===== src/rtl/clk_div_cfg_if.sv =====
// Purpose : configuration/enable bundle between a ratio requester and clk_div_cfg.
// Ports   : i_enable, i_cfg_valid, i_cfg_ratio[7:0] (and i_cfg_lock when CLK_DIV_CFG_LOCK_EN)
//           into the sequencer; o_cfg_ready, o_cfg_err, o_clk_en, o_div_ratio[7:0], o_busy out.
// Modports: slave = sequencer side, master = requester/driver side.
interface clk_div_cfg_if;
    logic       i_enable;
    logic       i_cfg_valid;
    logic [7:0] i_cfg_ratio;
`ifdef CLK_DIV_CFG_LOCK_EN
    logic       i_cfg_lock;
`endif
    logic       o_cfg_ready;
    logic       o_cfg_err;
    logic       o_clk_en;
    logic [7:0] o_div_ratio;
    logic       o_busy;

`ifdef CLK_DIV_CFG_LOCK_EN
    modport slave (
        input  i_enable, i_cfg_valid, i_cfg_ratio, i_cfg_lock,
        output o_cfg_ready, o_cfg_err, o_clk_en, o_div_ratio, o_busy
    );
    modport master (
        output i_enable, i_cfg_valid, i_cfg_ratio, i_cfg_lock,
        input  o_cfg_ready, o_cfg_err, o_clk_en, o_div_ratio, o_busy
    );
`else
    modport slave (
        input  i_enable, i_cfg_valid, i_cfg_ratio,
        output o_cfg_ready, o_cfg_err, o_clk_en, o_div_ratio, o_busy
    );
    modport master (
        output i_enable, i_cfg_valid, i_cfg_ratio,
        input  o_cfg_ready, o_cfg_err, o_clk_en, o_div_ratio, o_busy
    );
`endif
endinterface


===== src/rtl/clk_div_cfg.sv =====
// Purpose : ratio/enable sequencer for a clock divider; changes ratio or gates off only at period boundaries.
// Latency : accept->apply 1 cycle when idle, up to o_div_ratio+1 cycles running; disable->o_clk_en=0 up to o_div_ratio cycles.
// Backpr. : o_cfg_ready low while a ratio change is pending; requests then are ignored (no error).
//
// Ports: i_ref_clk (all logic on rising edge), i_rst_n (synchronous, active low),
//        cfg (clk_div_cfg_if.slave): enable level, valid/ready ratio request, error pulse,
//        divider controls o_clk_en / o_div_ratio, and o_busy while a change is pending.
// Optional: define CLK_DIV_CFG_LOCK_EN to add cfg.i_cfg_lock, which rejects every valid request.
module clk_div_cfg #(
    parameter logic [7:0] DEFAULT_RATIO = 8'd2,
    parameter logic [7:0] MIN_RATIO     = 8'd2
) (
    input  logic          i_ref_clk,
    input  logic          i_rst_n,
    clk_div_cfg_if.slave  cfg
);

    typedef enum logic [1:0] {
        IDLE = 2'd0,
        RUN  = 2'd1,
        PEND = 2'd2
    } state_t;

    state_t     state_q, state_d;
    logic [7:0] cnt_q,   cnt_d;
    logic [7:0] ratio_q, ratio_d;
    logic [7:0] pend_q,  pend_d;
    logic       err_q,   err_d;

    logic       ready;
    logic       xfer;
    logic       too_small;
    logic       locked;
    logic       legal;
    logic       boundary;

    // Ready is a pure function of the registered state, so it is glitch-free and
    // already settled at the start of each cycle.
    assign ready     = (state_q != PEND);
    assign xfer      = cfg.i_cfg_valid && ready;
    assign too_small = (cfg.i_cfg_ratio < MIN_RATIO);

`ifdef CLK_DIV_CFG_LOCK_EN
    assign locked    = cfg.i_cfg_lock;
`else
    assign locked    = 1'b0;
`endif

    assign legal     = xfer && !too_small && !locked;

    // Last reference cycle of the current divided period. The counter only runs
    // while the divider is enabled, which is exactly when state is not IDLE.
    assign boundary  = (state_q != IDLE) && (cnt_q == (ratio_q - 8'd1));

    always_comb begin
        state_d = state_q;
        cnt_d   = cnt_q;
        ratio_d = ratio_q;
        pend_d  = pend_q;
        err_d   = 1'b0;

        // A locked block rejects anything offered, even when not ready; otherwise
        // only an accepted transfer with an out-of-range ratio is rejected.
        if ((cfg.i_cfg_valid && locked) || (xfer && too_small)) begin
            err_d = 1'b1;
        end

        // Period counter: held at 0 while gated, wraps at the boundary.
        if (state_q == IDLE || boundary) begin
            cnt_d = 8'd0;
        end else begin
            cnt_d = cnt_q + 8'd1;
        end

        case (state_q)
            IDLE: begin
                // Divider is gated, so a new ratio can go straight out.
                if (legal) begin
                    ratio_d = cfg.i_cfg_ratio;
                end
                if (cfg.i_enable) begin
                    state_d = RUN;
                end
            end

            RUN: begin
                if (!cfg.i_enable && boundary) begin
                    // Gating off at the boundary; a request accepted in this same
                    // cycle can be applied immediately since the period just ended.
                    state_d = IDLE;
                    if (legal) begin
                        ratio_d = cfg.i_cfg_ratio;
                    end
                end else if (legal) begin
                    // Hold the request until the end of the current period, even if
                    // it equals the running ratio, so the counter restarts cleanly.
                    pend_d  = cfg.i_cfg_ratio;
                    state_d = PEND;
                end
            end

            PEND: begin
                if (boundary) begin
                    ratio_d = pend_q;
                    cnt_d   = 8'd0;
                    state_d = cfg.i_enable ? RUN : IDLE;
                end
            end

            default: begin
                state_d = IDLE;
                cnt_d   = 8'd0;
            end
        endcase
    end

    always_ff @(posedge i_ref_clk) begin
        if (!i_rst_n) begin
            state_q <= IDLE;
            cnt_q   <= 8'd0;
            ratio_q <= DEFAULT_RATIO;
            pend_q  <= 8'd0;
            err_q   <= 1'b0;
        end else begin
            state_q <= state_d;
            cnt_q   <= cnt_d;
            ratio_q <= ratio_d;
            pend_q  <= pend_d;
            err_q   <= err_d;
        end
    end

    assign cfg.o_cfg_ready = ready;
    assign cfg.o_cfg_err   = err_q;
    assign cfg.o_clk_en    = (state_q != IDLE);
    assign cfg.o_div_ratio = ratio_q;
    assign cfg.o_busy      = (state_q == PEND);

endmodule


===== src/flat_wrapper.sv =====
// flat-port wrapper written by rule: the top's interface ports become plain ports
module clk_div_cfg_flat 
#(
    parameter logic [7:0] DEFAULT_RATIO = 8'd2,
    parameter logic [7:0] MIN_RATIO     = 8'd2
)
  (i_ref_clk, i_rst_n, cfg_i_enable, cfg_i_cfg_valid, cfg_i_cfg_ratio, cfg_o_cfg_ready, cfg_o_cfg_err, cfg_o_clk_en, cfg_o_div_ratio, cfg_o_busy);
  clk_div_cfg_if cfg_i ();
  input  logic i_ref_clk;
  input  logic i_rst_n;
  input wire logic [$bits(cfg_i.i_enable)-1:0] cfg_i_enable;
  input wire logic [$bits(cfg_i.i_cfg_valid)-1:0] cfg_i_cfg_valid;
  input wire logic [$bits(cfg_i.i_cfg_ratio)-1:0] cfg_i_cfg_ratio;
  output wire logic [$bits(cfg_i.o_cfg_ready)-1:0] cfg_o_cfg_ready;
  output wire logic [$bits(cfg_i.o_cfg_err)-1:0] cfg_o_cfg_err;
  output wire logic [$bits(cfg_i.o_clk_en)-1:0] cfg_o_clk_en;
  output wire logic [$bits(cfg_i.o_div_ratio)-1:0] cfg_o_div_ratio;
  output wire logic [$bits(cfg_i.o_busy)-1:0] cfg_o_busy;
  assign cfg_i.i_enable = cfg_i_enable;
  assign cfg_i.i_cfg_valid = cfg_i_cfg_valid;
  assign cfg_i.i_cfg_ratio = cfg_i_cfg_ratio;
  assign cfg_o_cfg_ready = cfg_i.o_cfg_ready;
  assign cfg_o_cfg_err = cfg_i.o_cfg_err;
  assign cfg_o_clk_en = cfg_i.o_clk_en;
  assign cfg_o_div_ratio = cfg_i.o_div_ratio;
  assign cfg_o_busy = cfg_i.o_busy;
  clk_div_cfg #(.DEFAULT_RATIO(DEFAULT_RATIO), .MIN_RATIO(MIN_RATIO)) u_core (.i_ref_clk(i_ref_clk), .i_rst_n(i_rst_n), .cfg(cfg_i));
endmodule

===== config.mk =====
export PLATFORM = sky130hd
export DESIGN_NAME = clk_div_cfg_flat
export DESIGN_NICKNAME = d
export VERILOG_FILES = /design/src/rtl/clk_div_cfg_if.sv /design/src/rtl/clk_div_cfg.sv /design/src/flat_wrapper.sv
export SDC_FILE = /design/constraint.sdc
export NUM_CORES = 1
export LEC_CHECK = 0
export CORE_ASPECT_RATIO = 1.1
export CORE_MARGIN = 2
export CORE_UTILIZATION = 30
export CTS_BUF_LIST = sky130_fd_sc_hd__clkbuf_8
export CTS_CLUSTER_DIAMETER = 50
export DETAILED_ROUTE_END_ITERATION = 8
export PLACE_DENSITY = 0.57
export SETUP_SLACK_MARGIN = 0.2
export SLEW_MARGIN = 20
export SYNTH_ARGS = -nofsm -noshare
export SYNTH_HDL_FRONTEND = slang
export SYNTH_SLANG_ARGS = --single-unit

===== constraint.sdc =====
create_clock -name i_ref_clk -period 2.7 [get_ports i_ref_clk]
set_input_delay 0.405 -clock i_ref_clk [delete_from_list [all_inputs] [get_ports i_ref_clk]]
set_output_delay 0.405 -clock i_ref_clk [all_outputs]
set_load 0.02 [all_outputs]

==> results.tsv <==
stage	metric	value	unit
worst_hold_path	HP Class	register to register	
grt	largest net degree at the start of global routing	37	
synth	Avg Synthesized Cell Area	8.115	µm²
synth	mux share of post-synthesis cell area	0.1137	
worst_setup_path	worst stage delay on the critical path	0.53	ns
pwr	part of the power in registers	0.486	
final_layout	Nets	215	
synth	Compound-Gate Fraction of Synth Area	0.05082	
detailed_routing	drt pass-1 iters	4	
outcome	status	completed	
cts	Max clock buf depth	2	
floorplan	core region area	4652	µm²
detailed_routing	Remaining DRCs	0	
worst_setup_path	slowest cell on the critical path	or4_4	
final_layout	Final Util	0.3841	
detailed_routing	final wirelength	2933	µm
synth	xor/xnor cell area share of the yosys netlist	0.1197	
placement	DP HPWL	2229	µm
grt	initial antenna violation count	0	
pwr	total power	0.0009465	W
timing	max frequency	421.7	MHz
floorplan	boundary pin count	24	
timing	fin crit share	0.8782	
synth	Unique masters post-synth	31	
worst_setup_path	worst path cell trace	inv_1 > ha_1 > xor2_1 > o31a_1 > or4_4 > o32a_4 > mux2_4	
timing	Tmin final	2.371	ns
pwr	Sw Pwr	0.0002888	W
cts	H-tree depth	1	
timing	Max-slew headroom	0.6933	
final_layout	Antenna Cells	0	
timing	setup TNS	0	ns
detailed_routing	1st-iter DRT viols	50	
pwr	worst vdd ir	0.0002430	V
worst_hold_path	WHS Path Cells	2	
worst_setup_path	type of the worst setup path	register to register	
pwr	Logic pwr share	0.258	
cts	CTS tree	built	
floorplan	Chip Height	76.98	µm
detailed_routing	antenna viol nets, final	0	
floorplan	DIE AREA	5415	µm²
floorplan	die width	70.35	µm
final_layout	area delta synth->final	23.00	%
synth	sequential share of the synthesized area	0.3721	
worst_setup_path	critical-path maximum fanout	8	
pwr	PwrDens	529.8	nW/µm²
detailed_routing	wire per inst	11.46	µm
grt	gr usage total	0.1187	
placement	gpl congestion	0.7719	
flow_run	max-cap violation count	0	
synth	Synth Register Bits	27	
synth	Post-Synth Adder-Cell Area	0.01723	
timing	Pins Over Slew Limit	0	
pwr	clock group share of total power	0.257	
timing	Slew @ Worst Pin	0.4600	ns
pwr	switching share of power	0.3051	
floorplan	Starting Density	0.3123	
worst_setup_path	CP Buf/Inv Count	1	
synth	Ys Warns	0	
worst_setup_path	crit-path leading delay family	compound AO/OA/AOI/OAI gates	
timing	Hold Fails Final Rpt	0	
synth	largest family of logic cells by synthesized area	simple AND/OR/NAND/NOR gates	
worst_setup_path	CP Data Arrival Time	2.53	ns
timing	skew final	0.01137	ns
timing	setup violators final	0	
worst_setup_path	worst path required time	2.86	ns
timing	RSZ-0062 raised after global routing	no	
synth	net count after synthesis	193	
cts	Clock Sinks	27	
grt	vias in the first global route	1122	
floorplan	FP Rows	26	
worst_setup_path	CP Depth	7	
synth	top cells by area, synth	dfxtp_1, nand2_1, mux2i_1, xor2_1, xnor2_1	
worst_setup_path	critical path launch point type	register	
worst_setup_path	worst r2r path cells	7	
synth	top cell type's share of synthesized area	0.3721	
cts	Num CTS Buffers	3	
final_layout	layout cell share with drive strength beyond 1	0.08000	
pwr	leakage power total	0.7958	nW
placement	port bufs	23	
grt	first-pass GRT wire length	5168	µm
cts	Clock Latency Late Sink	0.28	ns
cts	Worst-path clk slew	0.10	ns
synth	post-synth design cell area	1453	µm²
detailed_routing	vias post-DR	1177	
worst_setup_path	Setup crit end kind	register	
detailed_routing	vias per cell	4.598	
grt	grt total ovfl	0	
synth	Post-Syn Instances	179	
synth	Synth Area in Simple Gates	0.2773	
synth	cell taking the most area after synthesis	dfxtp_1	
cts	Root Driver	clkbuf_8	
pwr	Int Power	0.0006577	W
power groups by stage:
stage | logic (W) | clock network (W) | registers, W
floorplan | 0.000160 | 0 | 0.000474
global placement | 0.000242 | 0 | 0.000469
detailed placement | 0.000242 | 0 | 0.000468
CTS | 0.000243 | 0.000254 | 0.000459
global route | 0.000272 | 0.000270 | 0.000464
finish | 0.000244 | 0.000243 | 0.000460
tightest hold or removal path, cell delays in order (launching register included):
cell and delay [ns]:
dfxtp_1 0.32, nand2_1 0.05, mux2i_1 0.06
cell usage after synthesis, drive strengths merged:
master and instances:
and3 3, nor4 2, xnor2 7, o31a 2, clkinv 1, o32a 1
o211ai 1, nand3 8, ha 2, a21boi 1, nand2 60, inv 3
nor3b 1, or2 1, nor2 12, mux2i 15, dfxtp 27, nor3 3
mux2 1, a21oi 2, or4 1, buf 4, clkbuf 5, o2111a 1
nand2b 2, xor2 12, o2111ai 1
path summary, 6_finish.rpt:
kind / from / to / slack [ns]
max reg2reg: u_core.cfg.o_div_ratio[0] / u_core.cfg.o_div_ratio[1] / 0.33
min reg2reg: u_core.pend_q[1] / u_core.pend_q[1] / 0.47
min: u_core.pend_q[1] / u_core.pend_q[1] / 0.47
max: u_core.cfg.o_div_ratio[0] / u_core.cfg.o_div_ratio[1] / 0.33
logic make-up after synthesis:
group / count (synthesis)
AND/OR/NAND/NOR: 93
flip-flops: 27
multiplexers: 16
adder cells (fa/ha/maj): 2
AO/OA/AOI/OAI: 9
buffers and inverters: 13
XOR/XNOR: 19
metrics by stage:
stage               std cells  cell area, µm²  setup WS (ns)  hold slack, ns
floorplan                 179            1455         0.2592          0.4382
finish                    256            1787         0.3289          0.4682
global placement          252            1722         0.3535          0.4462
detailed placement        252            1722         0.3257          0.4531
CTS                       256            1772         0.2930          0.4688
global route              256            1787         0.2092          0.4981
layer usage:
metal	part of all wire	vias up	wire, µm	global-route usage
li1	-	630	-	-
met1	0.49	523	1442	0.1537
met2	0.46	22	1362	0.1972
met3	0.035	2	104	0.02497
met4	0.0082	0	24	0.03462
met5	0	-	0	0
cell usage in the layout (no fill, tap or decap):
master            n
dfxtp_2           2
o31a_1            2
nor2_1           11
or4_4             1
or2_2             1
nor4_1            1
a21oi_1           2
o211ai_1          1
xnor2_2           1
inv_6             1
clkinv_1          1
xnor2_1           6
nand3_1           8
mux2i_1          15
o2111a_1          1
nor3b_1           1
xor2_1           12
buf_4             2
mux2_4            1
nand2_1          60
o2111ai_1         1
nor4_2            1
inv_1             3
nor2_2            1
buf_6             1
nand2b_1          2
clkdlybuf4s50_1  23
ha_1              2
dfxtp_1          25
clkbuf_8          3
nor3_1            3
and3_1            3
a21boi_0          1
o32a_4            1
area by class of cell:
class,count,area [µm²]
Timing Repair Buffer,26,256.5
Clock buffer,3,41.29
Multi-Input combinational cell,139,852.1
Clock inverter,1,8.758
Sequential cell,27,543.0
Tap cell,56,70.07
Fill cell,509,2865
Inverter,4,15.01
sequential cells by signal, summed over array words and instances (netlist names):
name / count
u_core.pend_q: 8
u_core.cfg.o_div_ratio: 8
u_core.state_q: 2
u_core.cfg.o_cfg_err: 1
u_core.cnt_q: 8
repair_timing:
| action | CTS | global route |
|---|---|---|
| buffers inserted | 0 | 0 |
| hold buffers | 0 | 0 |
| gates resized for setup | 0 | 2 |
| setup endpoints to repair | 0 | 3 |
Power figures use the tool's default switching activity.
